<file path="src/rtl/pin_input_conditioner.sv">
// Per-channel synchronizer, debouncer and edge detector for raw header pins.
// Optional per-channel rise-event counters when PIN_EVENT_CNT_EN is defined.
module pin_input_conditioner #(
    parameter int   N_CH        = 8,
    parameter int   SYNC_STAGES = 2,
    parameter int   DEB_CYCLES  = 16,
    parameter logic INIT_LEVEL  = 1'b0
) (
    input  logic                    clk,
    input  logic                    rst_n,
    input  logic [N_CH-1:0]         pin_in,
    input  logic                    en,
    output logic [N_CH-1:0]         pin_out,
    output logic [N_CH-1:0]         rise,
    output logic [N_CH-1:0]         fall,
    output logic                    changed,
    input  logic [$clog2(N_CH)-1:0] cnt_sel,
    input  logic                    cnt_clr,
    output logic [15:0]             cnt_val
);

    localparam int CW = $clog2(DEB_CYCLES + 1);
    localparam logic [CW-1:0] LAST = CW'(DEB_CYCLES - 1);

    logic [N_CH-1:0] sync_r [SYNC_STAGES];
    logic [N_CH-1:0] sync_q;
    logic [CW-1:0]   cnt [N_CH];
    logic [CW-1:0]   nxt_cnt [N_CH];
    logic [N_CH-1:0] nxt_out;
    logic [N_CH-1:0] nxt_rise;
    logic [N_CH-1:0] nxt_fall;

    assign sync_q = sync_r[SYNC_STAGES-1];

    always_ff @(posedge clk) begin
        if (!rst_n) begin
            for (int s = 0; s < SYNC_STAGES; s++)
                sync_r[s] <= {N_CH{INIT_LEVEL}};
        end else begin
            sync_r[0] <= pin_in;
            for (int s = 1; s < SYNC_STAGES; s++)
                sync_r[s] <= sync_r[s-1];
        end
    end

    // A mismatch must persist DEB_CYCLES enabled edges before it is accepted.
    always_comb begin
        nxt_out  = pin_out;
        nxt_rise = '0;
        nxt_fall = '0;
        for (int c = 0; c < N_CH; c++) begin
            nxt_cnt[c] = '0;
            if (en && (sync_q[c] != pin_out[c])) begin
                if (cnt[c] == LAST) begin
                    nxt_out[c]  = sync_q[c];
                    nxt_rise[c] = sync_q[c];
                    nxt_fall[c] = !sync_q[c];
                end else begin
                    nxt_cnt[c] = cnt[c] + 1'b1;
                end
            end
        end
    end

    always_ff @(posedge clk) begin
        if (!rst_n) begin
            pin_out <= {N_CH{INIT_LEVEL}};
            rise    <= '0;
            fall    <= '0;
            changed <= 1'b0;
            for (int c = 0; c < N_CH; c++)
                cnt[c] <= '0;
        end else begin
            pin_out <= nxt_out;
            rise    <= nxt_rise;
            fall    <= nxt_fall;
            changed <= |(nxt_rise | nxt_fall);
            for (int c = 0; c < N_CH; c++)
                cnt[c] <= nxt_cnt[c];
        end
    end

`ifdef PIN_EVENT_CNT_EN
    logic [15:0] evt [N_CH];

    // Clear takes priority over a coincident rise on the same channel.
    always_ff @(posedge clk) begin
        if (!rst_n) begin
            cnt_val <= '0;
            for (int c = 0; c < N_CH; c++)
                evt[c] <= '0;
        end else begin
            cnt_val <= evt[cnt_sel];
            for (int c = 0; c < N_CH; c++) begin
                if (cnt_clr && (cnt_sel == ($clog2(N_CH))'(c)))
                    evt[c] <= '0;
                else if (rise[c] && (evt[c] != 16'hFFFF))
                    evt[c] <= evt[c] + 16'd1;
            end
        end
    end
`else
    logic unused_cnt;
    assign unused_cnt = ^{cnt_sel, cnt_clr};
    assign cnt_val    = '0;
`endif

endmodule

</file>
<file path="config.mk">
export PLATFORM = sky130hd
export DESIGN_NAME = pin_input_conditioner
export DESIGN_NICKNAME = d
export VERILOG_FILES = /design/src/rtl/pin_input_conditioner.sv
export SDC_FILE = /design/constraint.sdc
export NUM_CORES = 1
export LEC_CHECK = 0
export ABC_AREA = 0
export CAP_MARGIN = 20
export CELL_PAD_IN_SITES_DETAIL_PLACEMENT = 1
export CELL_PAD_IN_SITES_GLOBAL_PLACEMENT = 1
export CORE_UTILIZATION = 42
export DETAILED_ROUTE_END_ITERATION = 16
export PLACE_DENSITY = 0.95
export SETUP_SLACK_MARGIN = 0.3
export SLEW_MARGIN = 25
export SYNTH_ARGS = -nofsm -noshare
export SYNTH_HDL_FRONTEND = slang
export SYNTH_SLANG_ARGS = --single-unit
</file>
<file path="constraint.sdc">
create_clock -name clk -period 2.3 [get_ports clk]
set_input_delay 0.575 -clock clk [delete_from_list [all_inputs] [get_ports clk]]
set_output_delay 0.575 -clock clk [all_outputs]
set_load 0.05 [all_outputs]
</file>
Yosys cells after proc, flatten, opt, wreduce, memory -nomap -nowiden
Memories as Yosys holds them, arrays and structs flattened.
Index checks and enable logic that the tools add are counted.
Storage, ports and cells
  register bits after elaboration: 25
  bits in writable memories: 56
  memories: 2
Memories
  cnt: depth 8, bits a word 5, rd ports 8, clocked after memory_dff 0, wr ports 8, line 27  | logic [CW-1:0] cnt [N_CH];
  sync_r: depth 2, bits a word 8, rd ports 2, clocked after memory_dff 0, wr ports 2, line 25  | logic [N_CH-1:0] sync_r [SYNC_STAGES];
Operators by class
  $add $sub $neg: 8
  equality and inequality tests: 16
  muxes and demuxes: 60
  bitwise operators: 11
  reduce and logical (&&, ||, !) cells: 25
Operators with widths (count)
  2-to-1 mux 5 bit: 24
  adder 5 x 1 -> 5 bit, second input constant: 8
  == test 5 x 4 -> 1 bit, second input constant: 8
  2-to-1 mux 1 bit: 34
  2-to-1 mux 8 bit: 2
  AND reduction 2 bit: 8
  bitwise OR 1 bit: 10
  logical AND 1 bit: 8
  logical NOT 1 bit: 8
  inequality test 1 bit: 8
  bitwise OR 8 bit: 1
  OR reduction 8 bit: 1

Logic depth before layout (Yosys ltp)
Gate-level depths: netlist of run 1.
An unclocked memory read counts as a cell.
  depth after elaboration: 6
  depth in mapped cells: 7
  mapped depth without buffers: 7

Least setup slack after synthesis of run 1
OpenSTA, ideal clock, no wires.
  kind: register to register
  start point: mem cnt[1][0] in the netlist's numbering
  end point: reg changed
  setup time: 133 ps
  arrival: 1421 ps
  data required time: 2167 ps
  path slack: 746 ps
  stages on the path, launching flop included: 8
  period minus slack after synthesis: 1554 ps
  cells stage by stage: dfxtp_1 > ha_1 > and3_1 > ha_1 > nand2_1 > nor2_1 > o41ai_1 > o21ai_0
RTL lines
  start: declaration: line 27
  end signal: assignment: line 77  | changed <= |(nxt_rise | nxt_fall);
  end: declaration: line 16  | output logic changed,

Worst setup path in the final report of run 1
  start point: reg pin_out[6]
  end point: out pin_out[6]
RTL lines
  start: declaration: line 13  | output logic [N_CH-1:0] pin_out,
  start signal: assignment: line 67  | pin_out <= {N_CH{INIT_LEVEL}};
  start signal: assignment: line 74  | pin_out <= nxt_out;
No word-level cell between the ends.

==> results of run 1 <==
==> worst paths after layout <==
kind,start,end
worst max register to register,cnt[1][5],changed
worst min register to register,sync_r[0][4],sync_r[0][12]
worst min-delay path,sync_r[0][4],sync_r[0][12]
worst max-delay path,pin_out[6],pin_out[6]
==> metrics by stage <==
step           instance area [µm²]  std cells  hold slack [ns]  worst slack [ns]  total power, mW
2_1_floorplan                 3080        322            0.412             0.746             1.57
3_3_place_gp                  3430        436            0.414             0.222             1.58
3_5_place_dp                  3430        436            0.422             0.156             1.58
4_1_cts                       3600        452            0.441             0.369             2.63
5_1_grt                       3610        452            0.466             0.316             2.71
6_report                      3610        452            0.437             0.390             2.60
==> flip-flops by register name, summed over array words and instances, names as in the netlist <==
name     flops
pin_out      8
cnt         40
fall         8
changed      1
sync_r      16
rise         8
==> power by group through the flow <==
stage / registers (mW) / logic (mW) / clock network, mW
after floorplan: 1.46 / 0.112 / 0
after global placement: 1.46 / 0.119 / 0
after detailed placement: 1.46 / 0.122 / 0
after CTS: 1.43 / 0.123 / 1.08
after global routing: 1.43 / 0.131 / 1.15
final: 1.43 / 0.122 / 1.05
==> cells in the final DEF (no fill, tap or decap) <==
cell,count
a221oi_1,1
clkinv_4,2
o22ai_1,1
and2_1,16
bufinv_16,1
clkdlybuf4s50_1,10
ha_1,16
nor3_1,1
nand2_1,26
or3_4,6
nand3_1,12
inv_1,18
o21ai_0,4
nor3b_2,1
xnor2_1,14
nor2_1,48
clkinv_2,1
xor2_1,10
and3_1,11
clkbuf_8,10
nand2_2,1
conb_1,16
and2_2,1
dlygate4sd2_1,25
o41ai_2,1
a21boi_0,7
dfxtp_1,81
clkinvlp_4,2
buf_4,3
nor3b_1,9
o21bai_1,1
==> worst reg2reg max path: stages, from the launching register on <==
cell     delay [ns]
dfxtp_1        0.34
ha_1           0.23
and3_1         0.19
ha_1           0.19
nand2_1        0.09
nor2_1         0.10
o41ai_2        0.42
o21ai_0        0.15
==> cell families after synthesis <==
logic type                 Yosys count  synth area share
DFF                                 81             0.537
other                                1           0.00124
and+or+nand+nor                    132             0.223
AOI/OAI and AO/OA                   15            0.0344
xor gates and xnor gates            24            0.0696
buffers and inverters               38            0.0684
adders and majority gates           16            0.0663
==> metal layers <==
layer,track usage,up-vias,wire length (µm)
met5,0,-,0
met3,0.0600,6,252
li1,-,1040,-
met4,0.0682,0,53
met2,0.320,39,3170
met1,0.184,1006,2460
==> final cells by class <==
class | count | share of cell area
well taps | 96 | 0.0333
multi-input cells | 203 | 0.348
inverters | 18 | 0.0187
clock inverters | 6 | 0.0187
flip-flops and latches | 81 | 0.449
clock buffers | 10 | 0.0381
repair buffers | 38 | 0.0946
==> impl_metrics.yaml, run 1 <==
status:
  status: "completed"
sta:
  fmax_ghz: 0.524
  final_hold_viol_count: 0
  tns_ns: 0
  finalClockSkew_ns: 0.00685
  setup_viol: 0
  fin_crit_ns: 1.91
  fin_crit_sh: 0.830
  slew_viol_final: 0
  rsz0062_at_grt: "false"
clocking:
  cts_tree: "done"
  post-cts-setup-buffer-count: 0
  clk_pin_slew_ns: 0.08
  root_buffer: "clkbuf_8"
  htreeDepth: 3
  cts_buffers: 9
  cts_resized: 25
  cts_buffer_depth: 2
  clkSinkCount: 81
  cts_hold_buffers: 0
  clk-insertion-delay-late_ns: 0.35
drt:
  drcViolationCount: 0
  wire_per_inst_um: 13.1
  via_count: 2091
  postRouteAntennaNets: 0
  avgViaCountPerCell: 4.63
  routed_wl_um: 5940
  drt_iter0_drc: 51
  drt_first_pass_iters: 3
place:
  dpl.hpwl_um: 4250
  gp_congestion: 0.686
  port_buffers: 35
run:
  maxCapViolations: 0
worst_setup_path:
  crit_path_end_kind: "primary output"
  path_cells: "dlygate4sd2_1"
  ff2ff_path_depth: 7
  slowest_delay_ns: 0.56
  worst-setup-path-type: "flop to primary output"
  cp-start-kind: "flop"
  timing.critical_path.buf_inv: 1
  arrival_ns: 1.33
  cp_top_family: "buffers and inverters"
  crit_fanout: 5
  slowest_stage: "dlygate4sd2_1"
  r2r_setup_slack_ns: 0.46
  required_ns: 1.73
  cp_num_cells: 1
floorplanning:
  core_um2: 6870
  die-height_um: 86.8
  start_util: 0.440
  rows: 30
  die_area_um2: 7530
  ios: 56
  die-width_um: 86.8
power_and_ir_drop:
  vdd_drop_max_mv: 0.323
  combPwrFrac: 0.047
  clock_power_share: 0.405
  p_sw_uw: 619
  p_leak_nw: 1.50
  power_frac_seq: 0.548
  p_sw_frac: 0.238
  p_per_area_nw_per_um2: 721
  intPower_mw: 1.98
synthesis:
  ys_top_cells_by_count: "dfxtp_1 (81), nor2_1 (48), nand2_1 (26)"
  yosys.area.top_type: "dfxtp_1"
  synth_edf_count: 0
  syn_inst: 307
  ys_ff_latch: 81
  synthMostInstantiatedCell: "dfxtp_1"
  synth_area_leaders: "dfxtp_1 (54%), ha_1 (6.6%), nor2_1 (6.0%), buf_4 (4.2%), xnor2_1 (4.1%)"
  syn_area_um2: 3020
  ys_seq_area_frac: 0.537
  async_flop_share: 0
  yosys.area.top_type_share: 0.537
  syn_avg_cell_area_um2: 9.83
  ys_types: 25
  synth_ff_type: "dfxtp_1"
  yosysWarnings: 0
global_routing:
  grtUsageTotal: 0.175
  grt_max_degree: 20
  grt_pass1_vias: 2133
  antenna_found_initial: 0
  grt_overflow_total: 0
  grt_pass1_wl_um: 9850
min_path:
  hold_depth: 1
  min_path_type: "flop to flop"
finish:
  multiInputGateArea_um2: 1250
  nNetsFinal: 382
  drive_gt1_frac: 0.0815
  seq_area_um2: 1620
  antenna_cells: 0
  fin_util: 0.526
  syn_to_final_growth_pct: 19.6
  n_fill_cell: 794
Power figures use the tool's default switching activity.
==> run 2: changes to the inputs <==
--- a/config.mk
+++ b/config.mk
@@ -9,9 +9,9 @@
 export CAP_MARGIN = 20
 export CELL_PAD_IN_SITES_DETAIL_PLACEMENT = 1
 export CELL_PAD_IN_SITES_GLOBAL_PLACEMENT = 1
-export CORE_UTILIZATION = 42
+export CORE_UTILIZATION = 39
 export DETAILED_ROUTE_END_ITERATION = 16
-export PLACE_DENSITY = 0.95
+export PLACE_DENSITY = 0.9
 export SETUP_SLACK_MARGIN = 0.3
 export SLEW_MARGIN = 25
 export SYNTH_ARGS = -nofsm -noshare
==> constraint.sdc (replaced) <==
create_clock -name clk -period 1.8 [get_ports clk]
set_input_delay 0.45 -clock clk [delete_from_list [all_inputs] [get_ports clk]]
set_output_delay 0.45 -clock clk [all_outputs]
set_load 0.05 [all_outputs]
==> run 2 against run 1 <==
Cell area is 11% higher. Global-route usage fell by 0.13 points. First-iteration DRC count increased by 16%. Register-to-register slack got worse by 0.30 ns. Critical path depth rose by 6. Via count grew 7.1%. Total power rose by 34%. Utilization grew 1.6 points. Combinational power is 43% higher. Critical path type is now flop to flop. Largest power group unchanged.
==> impl_metrics.yaml, run 2 (same netlist as run 1, synthesis figures left out) <==
floorplanning:
  die_area_um2: 8100
  core_um2: 7370
  die-height_um: 90.0
  rows: 31
  die-width_um: 90.0
  ios: 56
  start_util: 0.410
finish:
  final_area_um2: 3990
  largest_register_ffs: 40
  syn_to_final_growth_pct: 32.2
  most-common-layout-cells: "dfxtp_1 (68), buf_4 (42), nor2_1 (35), nand2_1 (21), inv_1 (18)"
  nNetsFinal: 399
  mostFrequentLayoutCell: "dfxtp_1"
  drive_gt1_frac: 0.319
  antenna_cells: 0
  fin_cells: 472
  reg_top3: "cnt x40, sync_r x16"
  n_fill_cell: 821
  top_register: "cnt"
global_routing:
  grt_max_degree: 13
  grt_overflow_total: 0
  grt_pass1_vias: 2388
  antenna_found_initial: 0
  grt_pass1_wl_um: 10800
  grtUsageTotal: 0.174
min_path:
  min_path_type: "flop to flop"
  worstHoldStart: "cnt[1][10]"
  hold_end: "cnt[1][10]"
  hold_depth: 1
worst_setup_path:
  cp_top_family: "compound AO/OA/AOI/OAI gates"
  worst-setup-path-type: "flop to flop"
  crit_fanout: 2
  r2r_setup_slack_ns: 0.16
  path_cells: "ha_4 > and3_4 > ha_4 > nand2_4 > nor2_4 > o41ai_2 > o21ai_1"
  crit_path_end_kind: "flop"
  timing.rr.start: "cnt[1][6]"
  timing.critical_path.buf_inv: 0
  worst_path_most_repeated_cell: "ha_4"
  arrival_ns: 1.88
  required_ns: 2.04
  r2r-end: "changed"
  slowest_delay_ns: 0.37
  slowest_stage: "o41ai_2"
  cp-start-kind: "flop"
  worstSetupStartpoint: "cnt[1][6]"
  ff2ff_path_depth: 7
power_and_ir_drop:
  vdd_drop_max_mv: 0.631
  p_per_area_nw_per_um2: 876
  p_leak_nw: 1.54
drt:
  postRouteAntennaNets: 0
  wire_per_inst_um: 16.0
  routed_wl_um: 7540
  drt_first_pass_iters: 4
  via_count: 2239
  drcViolationCount: 0
  drt_iter0_drc: 59
  avgViaCountPerCell: 4.74
sta:
  setup_viol: 0
  rsz0062_at_grt: "true"
  whs_ns: 0.441
  slew_viol_final: 0
  fin_crit_sh: 0.911
  fmax_ghz: 0.610
  fin_crit_ns: 1.64
  finalClockSkew_ns: 0.0219
  final_hold_viol_count: 0
  worst_slack_ns: 0.160
place:
  dpl.hpwl_um: 4460
  pre_cts_ws_ns: -0.167
  dp_cells: 446
  post_dp_cell_area_um2: 3470
  port_buffers: 35
  gp_congestion: 0.711
run:
  maxCapViolations: 0
clocking:
  cts_hold_buffers: 0
  cts_tree: "done"
  clk_pin_slew_ns: 0.09
  root_buffer: "clkbuf_8"
  clk-insertion-delay-late_ns: 0.37
  cts_buffers: 9
  clkSinkCount: 81
  htreeDepth: 3
  cts_buffer_depth: 2
status:
  status: "completed"
-- run 2: cell count changes in the layout (fill, tap and decap cells not counted), sizes merged --
cell,change
bufinv,+1
clkbuf,+4
clkinv,-3
dlygate4sd2,-23
clkdlybuf4s50,-2
clkinvlp,-2
buf,+42
-- run 2: timing repair --
item                                    in CTS  in global routing
gates resized for setup                     36                 31
endpoints found under the setup margin      38                 45
buffers inserted                             5                  5
pin swaps                                    4                 11
-- run 2: per-stage QoR --
step | total power [mW] | TNS, ns | util
2_1_floorplan | 2.00 | 0 | -
3_3_place_gp | 2.02 | -3.66 | 0.470
3_5_place_dp | 2.03 | -3.99 | 0.470
4_1_cts | 3.50 | 0 | 0.522
5_1_grt | 3.62 | 0 | 0.542
6_report | 3.50 | 0 | 0.542
-- run 2: worst max-delay path by stage --
stage / to / slack, ns / cells after the start
floorplan: changed / 0.31 / 7
global placement: cnt[1][3] / -0.13 / 4
detailed placement: cnt[1][7] / -0.17 / 4
CTS: changed / 0.25 / 7
global route: changed / 0.12 / 7
finish: changed / 0.16 / 7
-- run 2: final cells by class --
class,instances,area [µm²],share of cell area
inverters,18,67.6,0.0169
clock buffers,14,163,0.0408
multi-input cells,203,1470,0.367
clock inverters,2,60.1,0.0150
repair buffers,55,473,0.118
flip-flops and latches,81,1640,0.410
well taps,99,124,0.0310
-- run 2: worst register-to-register path, stage by stage (launching register included) --
cell and delay [ns]:
dfxtp_2 0.34, ha_4 0.16, and3_4 0.19, ha_4 0.18
nand2_4 0.08, nor2_4 0.05, o41ai_2 0.37, o21ai_1 0.16
-- run 2: report_power, final --
part	internal (mW)	switching [mW]	total (mW)
registers	1.81	0.0147	1.83
clock network	0.860	0.636	1.50
logic	0.0519	0.123	0.175
-- run 2: metal layers --
| layer | part of all wire | vias up | global-route usage | wire [µm] |
|---|---|---|---|---|
| li1 | - | 1072 | - | - |
| met3 | 0.039 | 16 | 0.0465 | 294 |
| met4 | 0.031 | 0 | 0.108 | 233 |
| met1 | 0.36 | 1093 | 0.169 | 2750 |
| met5 | 0 | - | 0 | 0 |
| met2 | 0.57 | 58 | 0.326 | 4260 |
